### src/rtl/reg_bank_dump.sv
// ============================================================================
// reg_bank_dump : streams every reg_bank register out on a valid/ready port,
//                 two registers fetched per access through the async read ports
// Revision      : 1.0
// ============================================================================
`default_nettype none

module reg_bank_dump #(
  parameter int W    = 32,
  parameter int NREG = 32,
  parameter int AW   = 5
) (
  input  logic          clk,
  input  logic          rst,
  input  logic          start,
  input  logic          abort,
  output logic [AW-1:0] dir_a,
  output logic [AW-1:0] dir_b,
  input  logic [W-1:0]  doa,
  input  logic [W-1:0]  dob,
  output logic [W-1:0]  dump_data,
  output logic [AW-1:0] dump_idx,
  output logic          dump_last,
  output logic          dump_valid,
  input  logic          dump_ready,
  output logic          busy,
  output logic          done
);

  localparam logic [2:0] S_IDLE   = 3'd0;
  localparam logic [2:0] S_ADDR   = 3'd1;
  localparam logic [2:0] S_SEND_A = 3'd2;
  localparam logic [2:0] S_SEND_B = 3'd3;
  localparam logic [2:0] S_DONE   = 3'd4;

  localparam logic [AW-1:0] LAST_IDX = AW'(NREG - 1);

  logic [2:0]    state_q, state_d;
  logic [AW-1:0] dir_a_q, dir_a_d;
  logic [AW-1:0] dir_b_q, dir_b_d;
  logic [W-1:0]  buf_a_q, buf_a_d;
  logic [W-1:0]  buf_b_q, buf_b_d;

  always_comb begin
    state_d = state_q;
    dir_a_d = dir_a_q;
    dir_b_d = dir_b_q;
    buf_a_d = buf_a_q;
    buf_b_d = buf_b_q;
    case (state_q)
      S_IDLE: begin
        if (start) begin
          state_d = S_ADDR;
          dir_a_d = '0;
          dir_b_d = AW'(1);
        end
      end
      S_ADDR: begin
        // Addresses have been stable for a full cycle; snapshot the pair.
        buf_a_d = doa;
        buf_b_d = dob;
        state_d = S_SEND_A;
      end
      S_SEND_A: begin
        if (dump_ready) state_d = S_SEND_B;
      end
      S_SEND_B: begin
        if (dump_ready) begin
          if (dir_b_q == LAST_IDX) begin
            state_d = S_DONE;
          end else begin
            state_d = S_ADDR;
            dir_a_d = dir_a_q + AW'(2);
            dir_b_d = dir_b_q + AW'(2);
          end
        end
      end
      S_DONE: begin
        state_d = S_IDLE;
        dir_a_d = '0;
        dir_b_d = '0;
      end
      default: begin
        state_d = S_IDLE;
        dir_a_d = '0;
        dir_b_d = '0;
      end
    endcase
    // Abort wins over a same-cycle handshake: the word in flight is dropped.
    if (abort && (state_q != S_IDLE)) begin
      state_d = S_IDLE;
      dir_a_d = '0;
      dir_b_d = '0;
    end
  end

  always_ff @(posedge clk) begin
    if (rst) begin
      state_q <= S_IDLE;
      dir_a_q <= '0;
      dir_b_q <= '0;
      buf_a_q <= '0;
      buf_b_q <= '0;
    end else begin
      state_q <= state_d;
      dir_a_q <= dir_a_d;
      dir_b_q <= dir_b_d;
      buf_a_q <= buf_a_d;
      buf_b_q <= buf_b_d;
    end
  end

  assign dir_a      = dir_a_q;
  assign dir_b      = dir_b_q;
  assign dump_valid = (state_q == S_SEND_A) || (state_q == S_SEND_B);
  assign dump_data  = (state_q == S_SEND_A) ? buf_a_q :
                      (state_q == S_SEND_B) ? buf_b_q : '0;
  assign dump_idx   = (state_q == S_SEND_A) ? dir_a_q :
                      (state_q == S_SEND_B) ? dir_b_q : '0;
  assign dump_last  = (state_q == S_SEND_B) && (dir_b_q == LAST_IDX);
  assign busy       = (state_q != S_IDLE);
  assign done       = (state_q == S_DONE);

endmodule

`default_nettype wire

### config.mk
export PLATFORM = sky130hd
export DESIGN_NAME = reg_bank_dump
export DESIGN_NICKNAME = d
export VERILOG_FILES = /design/src/rtl/reg_bank_dump.sv
export SDC_FILE = /design/constraint.sdc
export NUM_CORES = 1
export LEC_CHECK = 0
export CORE_MARGIN = 3
export CORE_UTILIZATION = 35
export DETAILED_ROUTE_END_ITERATION = 7
export PLACE_DENSITY = 0.67
export SLEW_MARGIN = 20
export SYNTH_ARGS = -nofsm -noshare
export SYNTH_HDL_FRONTEND = slang
export SYNTH_SLANG_ARGS = --single-unit
### constraint.sdc
create_clock -name clk -period 1.54 [get_ports clk]
set_clock_uncertainty 0.2 [all_clocks]
set_input_delay 0.308 -clock clk [delete_from_list [all_inputs] [get_ports clk]]
set_output_delay 0.308 -clock clk [all_outputs]
set_load 0.05 [all_outputs]
==> qor.csv <==
stage,metric,value,unit
worst_hold_path,Hold Crit Start,rst,
timing,RSZ-0062 raised after global routing,yes,
setup_path,CP Depth,4,
timing,fin worst setup slack,-0.519,ns
setup_path,cells on worst reg2reg path,7,
layout,"most common cell after layout, fill and taps aside",nand2_1,
setup_path,FF-to-FF End,buf_b_q[13]$_SDFFE_PP0P_,
layout,post-route cell area,6950,µm²
floorplan,# rows,35,
drt,DR vias/cell,5.11,
drt,DR WL met3,804,µm
setup_path,Buf/Inv on CP,2,
yosys,Synth warnings,0,
drt,Final ANT Viol Nets,0,
yosys,Netlist cell types,37,
yosys,Mapped Area,3370,µm²
layout,share of cells above drive strength 1,0.424,
clock_tree,Clock transition at path regs,0.09,ns
setup_path,Setup crit start kind,flop,
setup_path,critical-path maximum fanout,16,
timing,worst-margin pin slew,0.513,ns
floorplan,Initial Util,0.363,
timing,final count of pins violating max slew,0,
setup_path,Critical Path Max Stage Delay,0.45,ns
timing,"Hold Vio Cnt, Final",0,
setup_path,Worst path slowest cell,dfxtp_4,
outcome,status,"finished, violations left",
grt,initial antenna violation count,0,
layout,Fillers,637,
grt,GRT Resource Usage Total,0.221,
yosys,Synth Instances,441,
setup_path,flop2flop setup slack,-0.33,ns
power,leak pwr,2.37,nW
clock_tree,H-tree depth,3,
drt,drc violations,0,
power,Tot Pwr,5.72,mW
drt,wire per inst,16.7,µm
grt,first-pass GRT wire length,19.4,mm
drt,highest routing layer actually used,met4,
layout,layout overhead on the synthesized area,106,%
yosys,syn_nets,512,
placement,GP Congestion,0.838,
drt,drt first-iter violations,125,
power,peak supply drop,0.000686,V
yosys,post-synthesis sequential element count,76,
clock_tree,TritonCTS Sinks,76,
timing,Max Fclk,0.486,GHz
layout,Nets,677,
clock_tree,TritonCTS clock tree,built,
floorplan,# IOs,120,
grt,remaining global-route overflow,0,
yosys,Syn Area/Cell,7.64,µm²
drt,Vias,3778,
grt,number of global-route vias before repair,3927,
clock_tree,"Hold-fix buffers, CTS",0,
layout,most frequent cells in the layout,"nand2_1, clkdlybuf4s50_1, dfxtp_1",
outcome,failing checks,negative setup slack,
worst_hold_path,WHS Endpoint,dir_b[3]$_SDFFE_PP0P_,
placement,placed cell areas,5740,µm²
setup_path,CP endpoint kind,output port,
setup_path,"delay-heaviest family, CP",flip-flops,
setup_path,critical path class,reg -> out,
floorplan,Die Y,104,µm
setup_path,CP required,1.03,ns
clock_tree,CTS max path bufs,2,
placement,Detailed Place HPWL,7.22,mm
drt,WL final,12.4,mm
drt,Met2 Wirelength,6.41,mm
floorplan,core area,9280,µm²
placement,I/O Buffers,118,
setup_path,Worst EP arrival,1.55,ns
worst_hold_path,worst hold stages,3,
power,P per Cell Area,824,nW/µm²
timing,Setup-failing EPs final,115,
setup_path,CP dominant cell by count,buf_12,
clock_tree,CTS Root Buffer Type,clkbuf_8,
floorplan,Die Wd,104,µm
worst_hold_path,min-delay worst type,in -> reg,
grt,pin count of the biggest net entering global routing,39,
floorplan,total die area,10800,µm²
layout,Ant. Diodes,0,
job,Max Cap Viol,0,
drt,Initial DRT Pass Iterations,4,
setup_path,Critical R2R Launch,state_q[0]$_SDFFE_PP0P_,
timing,max_slew headroom,0.658,
clock_tree,clock latency at the later pin of the worst-skew pair,0.35,ns
timing,minimum clock period,2.06,ns
clock_tree,CTS Buf Count,9,
yosys,sequential area share after synthesis,0.452,
drt,Met1 Wirelength,4.99,mm
timing,post-route clock period utilization,1.34,
setup_path,cells along the critical path,buf_12 > mux2i_1 > nor2_4 > buf_12,
==> kinds of logic (layout without fill, tap and decap cells) <==
| kind of cell | after synthesis | count (layout) | synth area share |
|---|---|---|---|
| multiplexers | 36 | 36 | 0.107 |
| AND/OR/NAND/NOR | 201 | 201 | 0.239 |
| flip-flops | 76 | 76 | 0.452 |
| buffers and inverters | 35 | 205 | 0.0461 |
| AO/OA/AOI/OAI | 90 | 90 | 0.148 |
| adder cells (fa/ha/maj) | 2 | 2 | 0.00743 |
| other | 1 | 1 | 0.00111 |
==> repair_timing <==
action | in CTS | in global routing
gates resized for setup | 72 | 50
pin swaps | 5 | 8
endpoints found under the setup margin | 113 | 117
buffers inserted | 16 | 7
gates cloned | 7 | 1
==> registers in the layout (all words and copies together), names as in the netlist <==
register / cells
buf_b_q: 32
state_q: 3
dir_b: 5
dir_a: 4
buf_a_q: 32
==> how the worst max path moves through the flow <==
| stage | from | endpoint | slack [ns] |
|---|---|---|---|
| global placement | dump_ready | dir_a[3]$_SDFFE_PP0P_ | -0.46 |
| CTS | state_q[0]$_SDFFE_PP0P_ | dump_data[13] | -0.53 |
| floorplan | state_q[2]$_SDFFE_PP0P_ | dir_a[1]$_SDFFE_PP0P_ | -0.23 |
| global route | state_q[0]$_SDFFE_PP0P_ | dump_data[2] | -0.57 |
| finish | state_q[0]$_SDFFE_PP0P_ | dump_data[5] | -0.52 |
| detailed placement | dump_ready | dir_a[3]$_SDFFE_PP0P_ | -0.45 |
==> cell usage after synthesis <==
cell type | instances | share of area
nand2_1 | 137 | 0.15
nand4_1 | 2 | 0.0037
mux2i_1 | 36 | 0.11
clkbuf_1 | 17 | 0.019
o21ai_1 | 2 | 0.0030
o211ai_1 | 2 | 0.0045
and2_1 | 2 | 0.0037
and3_1 | 1 | 0.0019
a211o_1 | 1 | 0.0026
buf_4 | 2 | 0.0045
a21o_1 | 1 | 0.0022
a211oi_1 | 1 | 0.0022
o31ai_1 | 2 | 0.0045
inv_1 | 3 | 0.0033
and4_1 | 1 | 0.0026
o31a_1 | 1 | 0.0026
o22ai_1 | 2 | 0.0037
o21ai_0 | 3 | 0.0045
o2111ai_1 | 1 | 0.0026
dfxtp_1 | 76 | 0.45
or3_1 | 2 | 0.0037
nand3b_1 | 1 | 0.0022
nor2_2 | 1 | 0.0019
a211oi_2 | 1 | 0.0037
a31o_2 | 1 | 0.0026
nor2_1 | 43 | 0.048
a31oi_1 | 3 | 0.0056
nand2b_1 | 1 | 0.0019
a41oi_1 | 1 | 0.0026
a21oi_1 | 68 | 0.10
nor3_1 | 4 | 0.0059
or4_1 | 2 | 0.0045
conb_1 | 1 | 0.0011
or2_1 | 1 | 0.0019
buf_2 | 13 | 0.019
nand3_1 | 3 | 0.0045
ha_1 | 2 | 0.0074
==> per-layer routing <==
layer | track usage | vias up
li1 | - | 1811
met1 | 0.265 | 1817
met2 | 0.396 | 136
met3 | 0.0472 | 14
met4 | 0.0646 | 0
met5 | 0 | -
==> metrics by stage <==
stage | hold WS (ns) | TNS [ns] | util | setup WS, ns | std cells
after detailed placement | 0.246 | -19.85 | 0.619 | -0.451 | 694
after CTS | 0.138 | -31.97 | 0.718 | -0.529 | 732
after global placement | 0.241 | -17.89 | 0.619 | -0.459 | 694
after global routing | 0.173 | -42.76 | 0.749 | -0.566 | 740
final | 0.166 | -35.85 | 0.749 | -0.519 | 740
after floorplan | 0.206 | -6.95 | - | -0.225 | 441
==> worst reg2reg max path: stages (launching register included) <==
cell       delay (ns)
dfxtp_4          0.45
buf_12           0.22
buf_6            0.12
buf_8            0.10
and2_4           0.23
bufbuf_16        0.30
nand2_1          0.06
a21oi_1          0.12
==> layout make-up <==
type / count / area (µm²) / area share
tap: 129 / 161 / 0.0232
clock buffer: 12 / 178 / 0.0256
clock inverter: 4 / 52.6 / 0.00756
inverter: 3 / 15.0 / 0.00216
sequential: 76 / 1560 / 0.224
timing repair buffer: 186 / 2560 / 0.369
multi-input combinational: 330 / 2420 / 0.349
==> power breakdown <==
part	internal, mW	leakage (nW)	switching, mW
combinational	0.952	1.63	0.856
sequential	2.08	0.627	0.112
clock	0.950	0.117	0.772
Power figures use the tool's default switching activity.
